## src/rtl/cu_pkg.sv

```systemverilog
// Shared encodings for the hardwired control unit: opcodes, ALU ops, phases, strobe indices.
// Pure declarations and helpers; no latency.
// No flow control; all users are combinational decoders or the state register.
package cu_pkg;

    localparam int CU_STEP_W = 3;

    localparam logic [4:0] OP_LD   = 5'b00000;
    localparam logic [4:0] OP_ST   = 5'b00010;
    localparam logic [4:0] OP_ADD  = 5'b00011;
    localparam logic [4:0] OP_SUB  = 5'b00100;
    localparam logic [4:0] OP_AND  = 5'b00101;
    localparam logic [4:0] OP_OR   = 5'b00110;
    localparam logic [4:0] OP_ADDI = 5'b01000;
    localparam logic [4:0] OP_BR   = 5'b10010;
    localparam logic [4:0] OP_JR   = 5'b10100;
    localparam logic [4:0] OP_NOP  = 5'b11010;
    localparam logic [4:0] OP_HALT = 5'b11011;

    // ALU selects reuse the matching R-type opcode value.
    localparam logic [4:0] ALU_ADD = 5'b00011;
    localparam logic [4:0] ALU_SUB = 5'b00100;
    localparam logic [4:0] ALU_AND = 5'b00101;
    localparam logic [4:0] ALU_OR  = 5'b00110;

    typedef enum logic [1:0] {
        PH_FETCH     = 2'd0,
        PH_EXEC      = 2'd1,
        PH_HALTED    = 2'd2,
        PH_WAIT_STEP = 2'd3
    } phase_t;

    localparam int CTRL_W        = 24;
    localparam int CTRL_PCOUT    = 0;
    localparam int CTRL_MARIN    = 1;
    localparam int CTRL_INCPC    = 2;
    localparam int CTRL_ZIN      = 3;
    localparam int CTRL_ZLOWOUT  = 4;
    localparam int CTRL_PCIN     = 5;
    localparam int CTRL_READ     = 6;
    localparam int CTRL_WRITE    = 7;
    localparam int CTRL_MDRIN    = 8;
    localparam int CTRL_MDROUT   = 9;
    localparam int CTRL_IRIN     = 10;
    localparam int CTRL_YIN      = 11;
    localparam int CTRL_GRA      = 12;
    localparam int CTRL_GRB      = 13;
    localparam int CTRL_GRC      = 14;
    localparam int CTRL_RIN      = 15;
    localparam int CTRL_ROUT     = 16;
    localparam int CTRL_BAOUT    = 17;
    localparam int CTRL_COUT     = 18;
    localparam int CTRL_CONIN    = 19;
    localparam int CTRL_ZHIGHOUT = 20;
    localparam int CTRL_HIIN     = 21;
    localparam int CTRL_LOIN     = 22;
    localparam int CTRL_RUN      = 23;

    typedef logic [CTRL_W-1:0] ctrl_t;

    function automatic logic op_is_legal(input logic [4:0] op);
        case (op)
            OP_LD, OP_ST, OP_ADD, OP_SUB, OP_AND, OP_OR,
            OP_ADDI, OP_BR, OP_JR, OP_NOP, OP_HALT: op_is_legal = 1'b1;
            default:                                op_is_legal = 1'b0;
        endcase
    endfunction

    function automatic logic [2:0] op_last_step(input logic [4:0] op);
        case (op)
            OP_ADD, OP_SUB, OP_AND, OP_OR, OP_ADDI: op_last_step = 3'd5;
            OP_LD, OP_ST:                           op_last_step = 3'd7;
            OP_BR:                                  op_last_step = 3'd6;
            default:                                op_last_step = 3'd3;
        endcase
    endfunction

    // Step that stalls on mem_ready; 0 means the instruction never waits in execute.
    function automatic logic [2:0] op_wait_step(input logic [4:0] op);
        case (op)
            OP_LD:   op_wait_step = 3'd6;
            OP_ST:   op_wait_step = 3'd7;
            default: op_wait_step = 3'd0;
        endcase
    endfunction

    function automatic logic [4:0] alu_of_op(input logic [4:0] op);
        case (op)
            OP_SUB:  alu_of_op = ALU_SUB;
            OP_AND:  alu_of_op = ALU_AND;
            OP_OR:   alu_of_op = ALU_OR;
            default: alu_of_op = ALU_ADD;
        endcase
    endfunction

endpackage

```

## src/rtl/cu_step_decode.sv

```systemverilog
// Moore strobe decoder: {phase, step, op_q, con_ff} -> {ctrl, alu_op}.
// Purely combinational, zero latency.
// No flow control; wait-state holding is done by the state register in the top.
module cu_step_decode
    import cu_pkg::*;
#(
    parameter int STEP_W = CU_STEP_W
) (
    input  phase_t            phase,
    input  logic [STEP_W-1:0] step,
    input  logic [4:0]        op_q,
    input  logic              con_ff,
    output ctrl_t             ctrl,
    output logic [4:0]        alu_op
);

    always_comb begin
        ctrl   = '0;
        alu_op = ALU_ADD;
        case (phase)
            PH_FETCH: begin
                ctrl[CTRL_RUN] = 1'b1;
                case (int'(step))
                    0: begin
                        ctrl[CTRL_PCOUT] = 1'b1; ctrl[CTRL_MARIN] = 1'b1;
                        ctrl[CTRL_INCPC] = 1'b1; ctrl[CTRL_ZIN]   = 1'b1;
                    end
                    1: begin
                        ctrl[CTRL_ZLOWOUT] = 1'b1; ctrl[CTRL_PCIN]  = 1'b1;
                        ctrl[CTRL_READ]    = 1'b1; ctrl[CTRL_MDRIN] = 1'b1;
                    end
                    2: begin
                        ctrl[CTRL_MDROUT] = 1'b1; ctrl[CTRL_IRIN] = 1'b1;
                    end
                    default: ;
                endcase
            end
            PH_EXEC: begin
                ctrl[CTRL_RUN] = 1'b1;
                case (op_q)
                    OP_ADD, OP_SUB, OP_AND, OP_OR, OP_ADDI: begin
                        case (int'(step))
                            3: begin
                                ctrl[CTRL_GRB] = 1'b1; ctrl[CTRL_ROUT] = 1'b1; ctrl[CTRL_YIN] = 1'b1;
                            end
                            4: begin
                                ctrl[CTRL_ZIN] = 1'b1;
                                if (op_q == OP_ADDI) begin
                                    ctrl[CTRL_COUT] = 1'b1;
                                end else begin
                                    ctrl[CTRL_GRC] = 1'b1; ctrl[CTRL_ROUT] = 1'b1;
                                    alu_op = alu_of_op(op_q);
                                end
                            end
                            5: begin
                                ctrl[CTRL_ZLOWOUT] = 1'b1; ctrl[CTRL_GRA] = 1'b1; ctrl[CTRL_RIN] = 1'b1;
                            end
                            default: ;
                        endcase
                    end
                    OP_LD, OP_ST: begin
                        case (int'(step))
                            3: begin
                                ctrl[CTRL_GRB] = 1'b1; ctrl[CTRL_BAOUT] = 1'b1; ctrl[CTRL_YIN] = 1'b1;
                            end
                            4: begin
                                ctrl[CTRL_COUT] = 1'b1; ctrl[CTRL_ZIN] = 1'b1;
                            end
                            5: begin
                                ctrl[CTRL_ZLOWOUT] = 1'b1; ctrl[CTRL_MARIN] = 1'b1;
                            end
                            6: begin
                                ctrl[CTRL_MDRIN] = 1'b1;
                                if (op_q == OP_LD) begin
                                    ctrl[CTRL_READ] = 1'b1;
                                end else begin
                                    ctrl[CTRL_GRA] = 1'b1; ctrl[CTRL_ROUT] = 1'b1;
                                end
                            end
                            7: begin
                                if (op_q == OP_LD) begin
                                    ctrl[CTRL_MDROUT] = 1'b1; ctrl[CTRL_GRA] = 1'b1; ctrl[CTRL_RIN] = 1'b1;
                                end else begin
                                    ctrl[CTRL_WRITE] = 1'b1;
                                end
                            end
                            default: ;
                        endcase
                    end
                    OP_BR: begin
                        case (int'(step))
                            3: begin
                                ctrl[CTRL_GRA] = 1'b1; ctrl[CTRL_ROUT] = 1'b1; ctrl[CTRL_CONIN] = 1'b1;
                            end
                            4: begin
                                ctrl[CTRL_PCOUT] = 1'b1; ctrl[CTRL_YIN] = 1'b1;
                            end
                            5: begin
                                ctrl[CTRL_COUT] = 1'b1; ctrl[CTRL_ZIN] = 1'b1;
                            end
                            6: begin
                                ctrl[CTRL_ZLOWOUT] = 1'b1; ctrl[CTRL_PCIN] = con_ff;
                            end
                            default: ;
                        endcase
                    end
                    OP_JR: begin
                        if (int'(step) == 3) begin
                            ctrl[CTRL_GRA] = 1'b1; ctrl[CTRL_ROUT] = 1'b1; ctrl[CTRL_PCIN] = 1'b1;
                        end
                    end
                    default: ;
                endcase
            end
            default: ;
        endcase
    end

endmodule

```

## src/rtl/control_unit.sv

```systemverilog
// Hardwired multi-cycle CPU control unit; CU_SINGLE_STEP_EN adds a WAIT_STEP idle between instructions.
// Latency: Moore outputs, one T-step per clock; reset_n gates outputs combinationally.
// Backpressure: mem_ready=0 holds fetch T1, LD T6 and ST T7; step_req releases WAIT_STEP.
module control_unit
    import cu_pkg::*;
#(
    parameter int STEP_W = CU_STEP_W
) (
    input  logic        clock,
    input  logic        reset_n,
    input  logic [4:0]  op,
    input  logic        con_ff,
    input  logic        mem_ready,
    input  logic        step_req,
    output logic [23:0] ctrl,
    output logic [4:0]  alu_op,
    output logic        run,
    output logic        illegal_op
);

`ifdef CU_SINGLE_STEP_EN
    localparam phase_t DONE_PHASE = PH_WAIT_STEP;
`else
    localparam phase_t DONE_PHASE = PH_FETCH;
    logic unused_step_req;
    assign unused_step_req = step_req;
`endif

    phase_t            phase, phase_nxt;
    logic [STEP_W-1:0] step, step_nxt;
    logic [4:0]        op_q;
    logic              in_mem_wait;
    logic              at_last_step;
    ctrl_t             dec_ctrl;
    logic [4:0]        dec_alu;

    assign in_mem_wait  = (op_wait_step(op_q) != 3'd0) && (step == STEP_W'(op_wait_step(op_q))) && !mem_ready;
    assign at_last_step = (step == STEP_W'(op_last_step(op_q)));

    always_comb begin
        phase_nxt = phase;
        step_nxt  = step;
        case (phase)
            PH_FETCH: begin
                if (int'(step) >= 2) begin
                    phase_nxt = PH_EXEC;
                    step_nxt  = STEP_W'(3);
                end else if (int'(step) != 1 || mem_ready) begin
                    step_nxt = step + STEP_W'(1);
                end
            end
            PH_EXEC: begin
                if (op_q == OP_HALT) begin
                    phase_nxt = PH_HALTED;
                    step_nxt  = '0;
                end else if (!in_mem_wait) begin
                    if (at_last_step) begin
                        phase_nxt = DONE_PHASE;
                        step_nxt  = '0;
                    end else begin
                        step_nxt = step + STEP_W'(1);
                    end
                end
            end
            PH_WAIT_STEP: begin
`ifdef CU_SINGLE_STEP_EN
                if (step_req) begin
                    phase_nxt = PH_FETCH;
                    step_nxt  = '0;
                end
`else
                phase_nxt = PH_FETCH;
                step_nxt  = '0;
`endif
            end
            default: ;
        endcase
    end

    always_ff @(posedge clock) begin
        if (!reset_n) begin
            phase      <= PH_FETCH;
            step       <= '0;
            op_q       <= '0;
            illegal_op <= 1'b0;
        end else begin
            phase <= phase_nxt;
            step  <= step_nxt;
            // Opcode is captured as IR loads, so decode sees it from T3 on.
            if (phase == PH_FETCH && int'(step) == 2) begin
                op_q <= op;
                if (!op_is_legal(op)) begin
                    illegal_op <= 1'b1;
                end
            end
        end
    end

    cu_step_decode #(.STEP_W(STEP_W)) u_decode (
        .phase  (phase),
        .step   (step),
        .op_q   (op_q),
        .con_ff (con_ff),
        .ctrl   (dec_ctrl),
        .alu_op (dec_alu)
    );

    // Gating on reset_n drops an in-flight Read/Write in the very cycle reset is seen.
    assign ctrl   = reset_n ? dec_ctrl : '0;
    assign alu_op = reset_n ? dec_alu : '0;
    assign run    = reset_n && (phase != PH_HALTED);

    logic [5:0] bus_drv;
    assign bus_drv = {ctrl[CTRL_PCOUT], ctrl[CTRL_ZLOWOUT], ctrl[CTRL_MDROUT],
                      ctrl[CTRL_ROUT], ctrl[CTRL_BAOUT], ctrl[CTRL_COUT]};

    a_one_bus_driver: assert property (@(posedge clock) disable iff (!reset_n) $onehot0(bus_drv));

endmodule
```

## config.mk

```make
export PLATFORM = sky130hd
export DESIGN_NAME = control_unit
export DESIGN_NICKNAME = d
export VERILOG_FILES = /design/src/rtl/cu_pkg.sv /design/src/rtl/cu_step_decode.sv /design/src/rtl/control_unit.sv
export SDC_FILE = /design/constraint.sdc
export NUM_CORES = 1
export LEC_CHECK = 0
export ABC_AREA = 1
export BUFFER_PORTS_ARGS = -buffer_cell sky130_fd_sc_hd__buf_2
export CAP_MARGIN = 15
export CORE_ASPECT_RATIO = 0.5
export CORE_MARGIN = 2
export CORE_UTILIZATION = 39
export DETAILED_ROUTE_END_ITERATION = 16
export PLACE_DENSITY = 0.68
export SYNTH_ARGS = -nofsm -noshare
export SYNTH_HDL_FRONTEND = slang
export SYNTH_SLANG_ARGS = --single-unit
```

## constraint.sdc

```tcl
create_clock -name clock -period 4.8 [get_ports clock]
set_clock_uncertainty 0.2 [all_clocks]
set_input_delay 0.96 -clock clock [delete_from_list [all_inputs] [get_ports clock]]
set_output_delay 0.96 -clock clock [all_outputs]
set_load 0.05 [all_outputs]
```

# Word level (Yosys, flattened, before mapping)
# Memory sizes are Yosys's and may differ from the RTL's. A register that Yosys moved wholly into a read port is not among the register bits.
# Index checks and enable logic that the tools add are counted.
[totals] regBits=11 romBits=128 inputBits=10 output_inout_bits=31 wordCells=122 mem_count=2
[op_classes] add_sub_neg=1 magnitude_cmp=1 n_eq_ne=28 mux=67 bitwise=1 reduce_logical=18
[mem_list] name="(name not given)" depth=32 word_bits=3 read_ports=1 rd_ports_with_merged_regs=1 wr=0 line="cu_pkg.sv:70" text="case (op)"
[mem_list] name="(name not given)" depth=32 word_bits=1 read_ports=1 rd_ports_with_merged_regs=0 wr=0 line="cu_pkg.sv:62" text="case (op)"
[ops] operator="$mux 5" count=6
[ops] operator="$mux 1" count=28
[ops] operator="$mux 24" count=1
[ops] operator="$mux 3" count=7
[ops] operator="$eq 3x3->1 const B" count=6
[ops] operator="$pmux 3 s3" count=2
[ops] operator="$eq 5x3->1 const B" count=3
[ops] operator="$eq 5x5->1 const B" count=3
[ops] operator="$mux 2" count=6
[ops] operator="$pmux 2 s2" count=3
[ops] operator="$eq 5x2->1 const B" count=2
[ops] operator="$pmux 1 s2" count=5
[ops] operator="$mux 9" count=1
[ops] operator="$ne 3x3->1 const B" count=3
[ops] operator="$mux 4" count=2
[ops] operator="$pmux 1 s4" count=2
[ops] operator="$pmux 4 s2" count=1
[ops] operator="$reduce_or 7->1" count=1
[ops] operator="$eq 3x2->1 const B" count=2
[ops] operator="$eq 3x3->1" count=2
[ops] operator="$pmux 2 s3" count=1
[ops] operator="$pmux 3 s2" count=1
[ops] operator="$reduce_bool 3->1" count=2
[ops] operator="$eq 5x4->1 const B" count=1
[ops] operator="20 further kinds" count=25

# Logic depth before layout (Yosys ltp)
[logic_depth] depth_word=8 depth_mapped=12 mapped_depth_nobuf=12

# Modules after synthesis
# A second synthesis with hierarchy kept.
[hier_totals] cells_unflattened=308 area_unflattened_um2=1647.8
[modules_own_cells] module="control_unit" instances=1 cells_each=198 area_each_um2=1138.6 seq_area_each_um2=280.3
[modules_own_cells] module="cu_step_decode" instances=1 cells_each=110 area_each_um2=509.2 seq_area_each_um2=0.0

# Worst setup path before layout
# Ideal clock, no wire load.
[synth_timing] path_type="input -> output" startpoint="input reset_n" endpoint="output alu_op[2]" arrival_time_ns=3.411 required_time_ns=3.640 slack_ns=0.229 cell_stages=7 path_buffers=1 path_cell_list="clkbuf_2 > inv_2 > nor2_1 > nand2_1 > inv_1 > nand2_1 > nor3_1"
[synth_via] elab_chain_cells=1
[synth_lines] element="start: declaration" line="control_unit.sv:10" text="input logic reset_n,"
[synth_lines] element="$mux 5" line="control_unit.sv:110" text="assign alu_op = reset_n ? dec_alu : '0;"
[synth_lines] element="end: declaration" line="control_unit.sv:16" text="output logic [4:0] alu_op,"
# No other way between the ends.

# Worst setup path in the final report
[layout_timing] startpoint="input reset_n" endpoint="output ctrl[11]"
[layout_via] elab_chain_cells=1
[layout_lines] element="$mux 24" line="control_unit.sv:109" text="assign ctrl = reset_n ? dec_ctrl : '0;"
[layout_lines] element="end: declaration" line="control_unit.sv:15" text="output logic [23:0] ctrl,"
# No other way between the ends.

==> results.txt <==
Initial antenna violation count: 0
Final setup TNS: 0 ns
Top_reg_cell synth: dfxtp_1
Startpoint Class: primary input
Die width: 89.5 µm
Worst Setup Path Type: primary input to primary output
CP Max Fanout: 16
Max VDD drop: 0.000140 V
DRT Pass-1 Iters: 4
1st-iter DRT viols: 99
Largest net degree at the start of global routing: 17
R2R depth: 11
Ports: 41
Drt via density: 4.91
CP endpoint kind: primary output
CTS clock-pin slew for the worst setup and hold paths: 0.06 ns
Worst EP required: 3.64 ns
Max-slew violations: 0
Max H-tree Level: 1
Ant. Diodes: 0
Starting Density: 41.0%
Setup bufs post-CTS: 0
Die height: 46.7 µm
Post-synth EDFFs: 0
Global-route met2 utilization: 29.0%
Synth warnings: 0
Pwr/cell area: 577 nW/µm²
CTS Hold Bufs: 0
Total power: 0.961 mW
CTS Buffer Depth: 2
Hold Startpoint: illegal_op
Worst-Skew Late Latency: 0.25 ns
Die area: 4180 µm²
Fill cells: 379
RSZ-0062 raised after global routing: no
Clk pwr share: 12.3%
Top cells by area, synth: dfxtp_1 (20%), nand2_1 (17%), inv_1 (9.0%)
Ys async rst share: 0%
Internal Pwr Total: 0.406 mW
Post-route DRC: 0
Sequential area share after synthesis: 19.7%
Clock sink count: 14
Post-synth top area share: 19.7%
GRT met1 Usage: 26.0%
Synthesis-to-finish area growth: 16.8%
Reg-to-Reg Start: step[0]
Synth Instances: 248
Row count: 15
Clock root buffer: clkbuf_8
Leak pwr: 0.935 nW
GR Overflow Total: 0
Core area: 3470 µm²
R2r setup slk: 2.73 ns
Share of cells above drive strength 1: 19.2%
Switching Fraction: 57.7%
WHS: 0.272 ns
Fmax: 273 MHz
Post-layout util: 47.9%
Final Setup Violations: 0
Register area: 280 µm²
Post-DP HPWL: 3100 µm
# nets final: 298
Avg Cell Area, Syn: 5.75 µm²
CTS tree: done
Routed WL per cell: 11.5 µm
Grt peak-use layer: met2
GPL Wtd Cong: 0.976
M3 GR Usage: 3.87%
WL final: 3810 µm
Critical Path AT: 2.50 ns
Outcome: finished, final reports clean
# resized after CTS: 0
Tightest Hold Check Type: register to register
Register share of total power: 22.1%
Synth area leader: dfxtp_1
NetSw: 0.554 mW
Routed Antenna Nets: 0
Multi-input logic area: 945 µm²
Max-cap violations: 0
Min Clock Period, post-route: 3.66 ns
Overall Global Routing Usage: 18.3%
Port bufs: 34
Hold Path Stages: 2
Final Cycle Share: 76.2%
Combinational cell fraction of total power: 65.6%
Synthesized cell area: 1430 µm²
Vias post-DR: 1630
CTS Buf Count: 3
Synth cell types: 33
Worst Hold Path EP: illegal_op
Post-synthesis register bit count: 14
Fin. Hold Viols: 0
First-pass GRT wire length: 5800 µm
Vias in the first global route: 1278
[power groups by stage]
stage / Clock, mW / Sequential, mW / Combinational, mW
2_1_floorplan: 0 / 0.192 / 0.524
4_1_cts: 0.119 / 0.211 / 0.626
5_1_grt: 0.125 / 0.217 / 0.699
3_3_place_gp: 0 / 0.213 / 0.617
3_5_place_dp: 0 / 0.214 / 0.623
6_report: 0.118 / 0.212 / 0.630
[per-layer routing]
layer	part of all wire, %	wire, µm
met5	0	0
met4	0.76	29
met3	7.0	266
met2	42	1620
met1	50	1890
[synthesized netlist by cell type (2+ instances only)]
library cell  instances
nor2_4                3
xnor2_1               3
nand3_1              23
inv_1                34
nor2_2                3
o21ai_0              12
nand2_1              65
dfxtp_1              14
a21oi_1              19
nor2_1               33
nor3_1                3
buf_4                 6
inv_2                 3
a31oi_1               2
ha_1                  6
nand3_2               2
[cells in the final DEF (no fill, tap or decap)]
cell | netlist | final
nand2_2 | 1 | 1
buf_2 | 0 | 34
nor2_1 | 33 | 33
nor2_4 | 3 | 3
nand3_1 | 23 | 23
inv_1 | 34 | 34
nor2_2 | 3 | 3
nor3_1 | 3 | 3
nand4_1 | 1 | 1
nand2_4 | 1 | 1
o21ai_0 | 12 | 12
conb_1 | 1 | 5
clkbuf_8 | 0 | 4
nand3_2 | 2 | 2
a31oi_1 | 2 | 2
o21bai_1 | 1 | 1
xor2_1 | 1 | 1
o21ai_1 | 1 | 1
xnor2_1 | 3 | 3
nor3_2 | 1 | 1
dfxtp_1 | 14 | 14
inv_2 | 3 | 3
ha_1 | 6 | 6
a21oi_1 | 19 | 19
clkinv_2 | 1 | 1
inv_4 | 1 | 1
nand2_1 | 65 | 65
o21a_1 | 1 | 1
o32ai_1 | 1 | 1
o31ai_1 | 1 | 1
nor3b_1 | 1 | 1
[worst max path at each step]
stage | endpoint | from | cells past startpoint
after floorplan | alu_op[2] | reset_n | 7
after CTS | ctrl[12] | reset_n | 8
after global placement | ctrl[16] | reset_n | 8
final | ctrl[11] | reset_n | 8
after global routing | ctrl[16] | reset_n | 8
after detailed placement | ctrl[12] | reset_n | 8
[cell type report]
class                      count  share of cell area (%)
multi-input combinational    190                    56.8
clock buffer                   4                    3.31
timing repair buffer          34                    10.2
tap                           51                    3.83
inverter                      39                    9.02
sequential                    14                    16.8
[stage by stage]
stage	setup WS (ns)	area [µm²]	cells
2_1_floorplan	0.229	1440	252
3_3_place_gp	1.17	1610	328
3_5_place_dp	1.16	1610	328
4_1_cts	1.16	1660	332
5_1_grt	0.967	1660	332
6_report	1.14	1660	332
[critical path, stage by stage]
cell and delay, ns:
buf_2 0.28, inv_2 0.18, nor2_1 0.18, nand2_1 0.15, inv_1 0.20, nand2_1 0.14
o21ai_1 0.14, buf_2 0.27
[cells by family after synthesis]
family / share of synthesized area, %
simple gates: 42.9
buf+inv: 15.1
compound gates: 14.3
flops: 19.7
fa+ha+maj: 5.27
xor+xnor: 2.46
other cells: 0.263
Note: power is estimated with default switching activity, not from simulation.
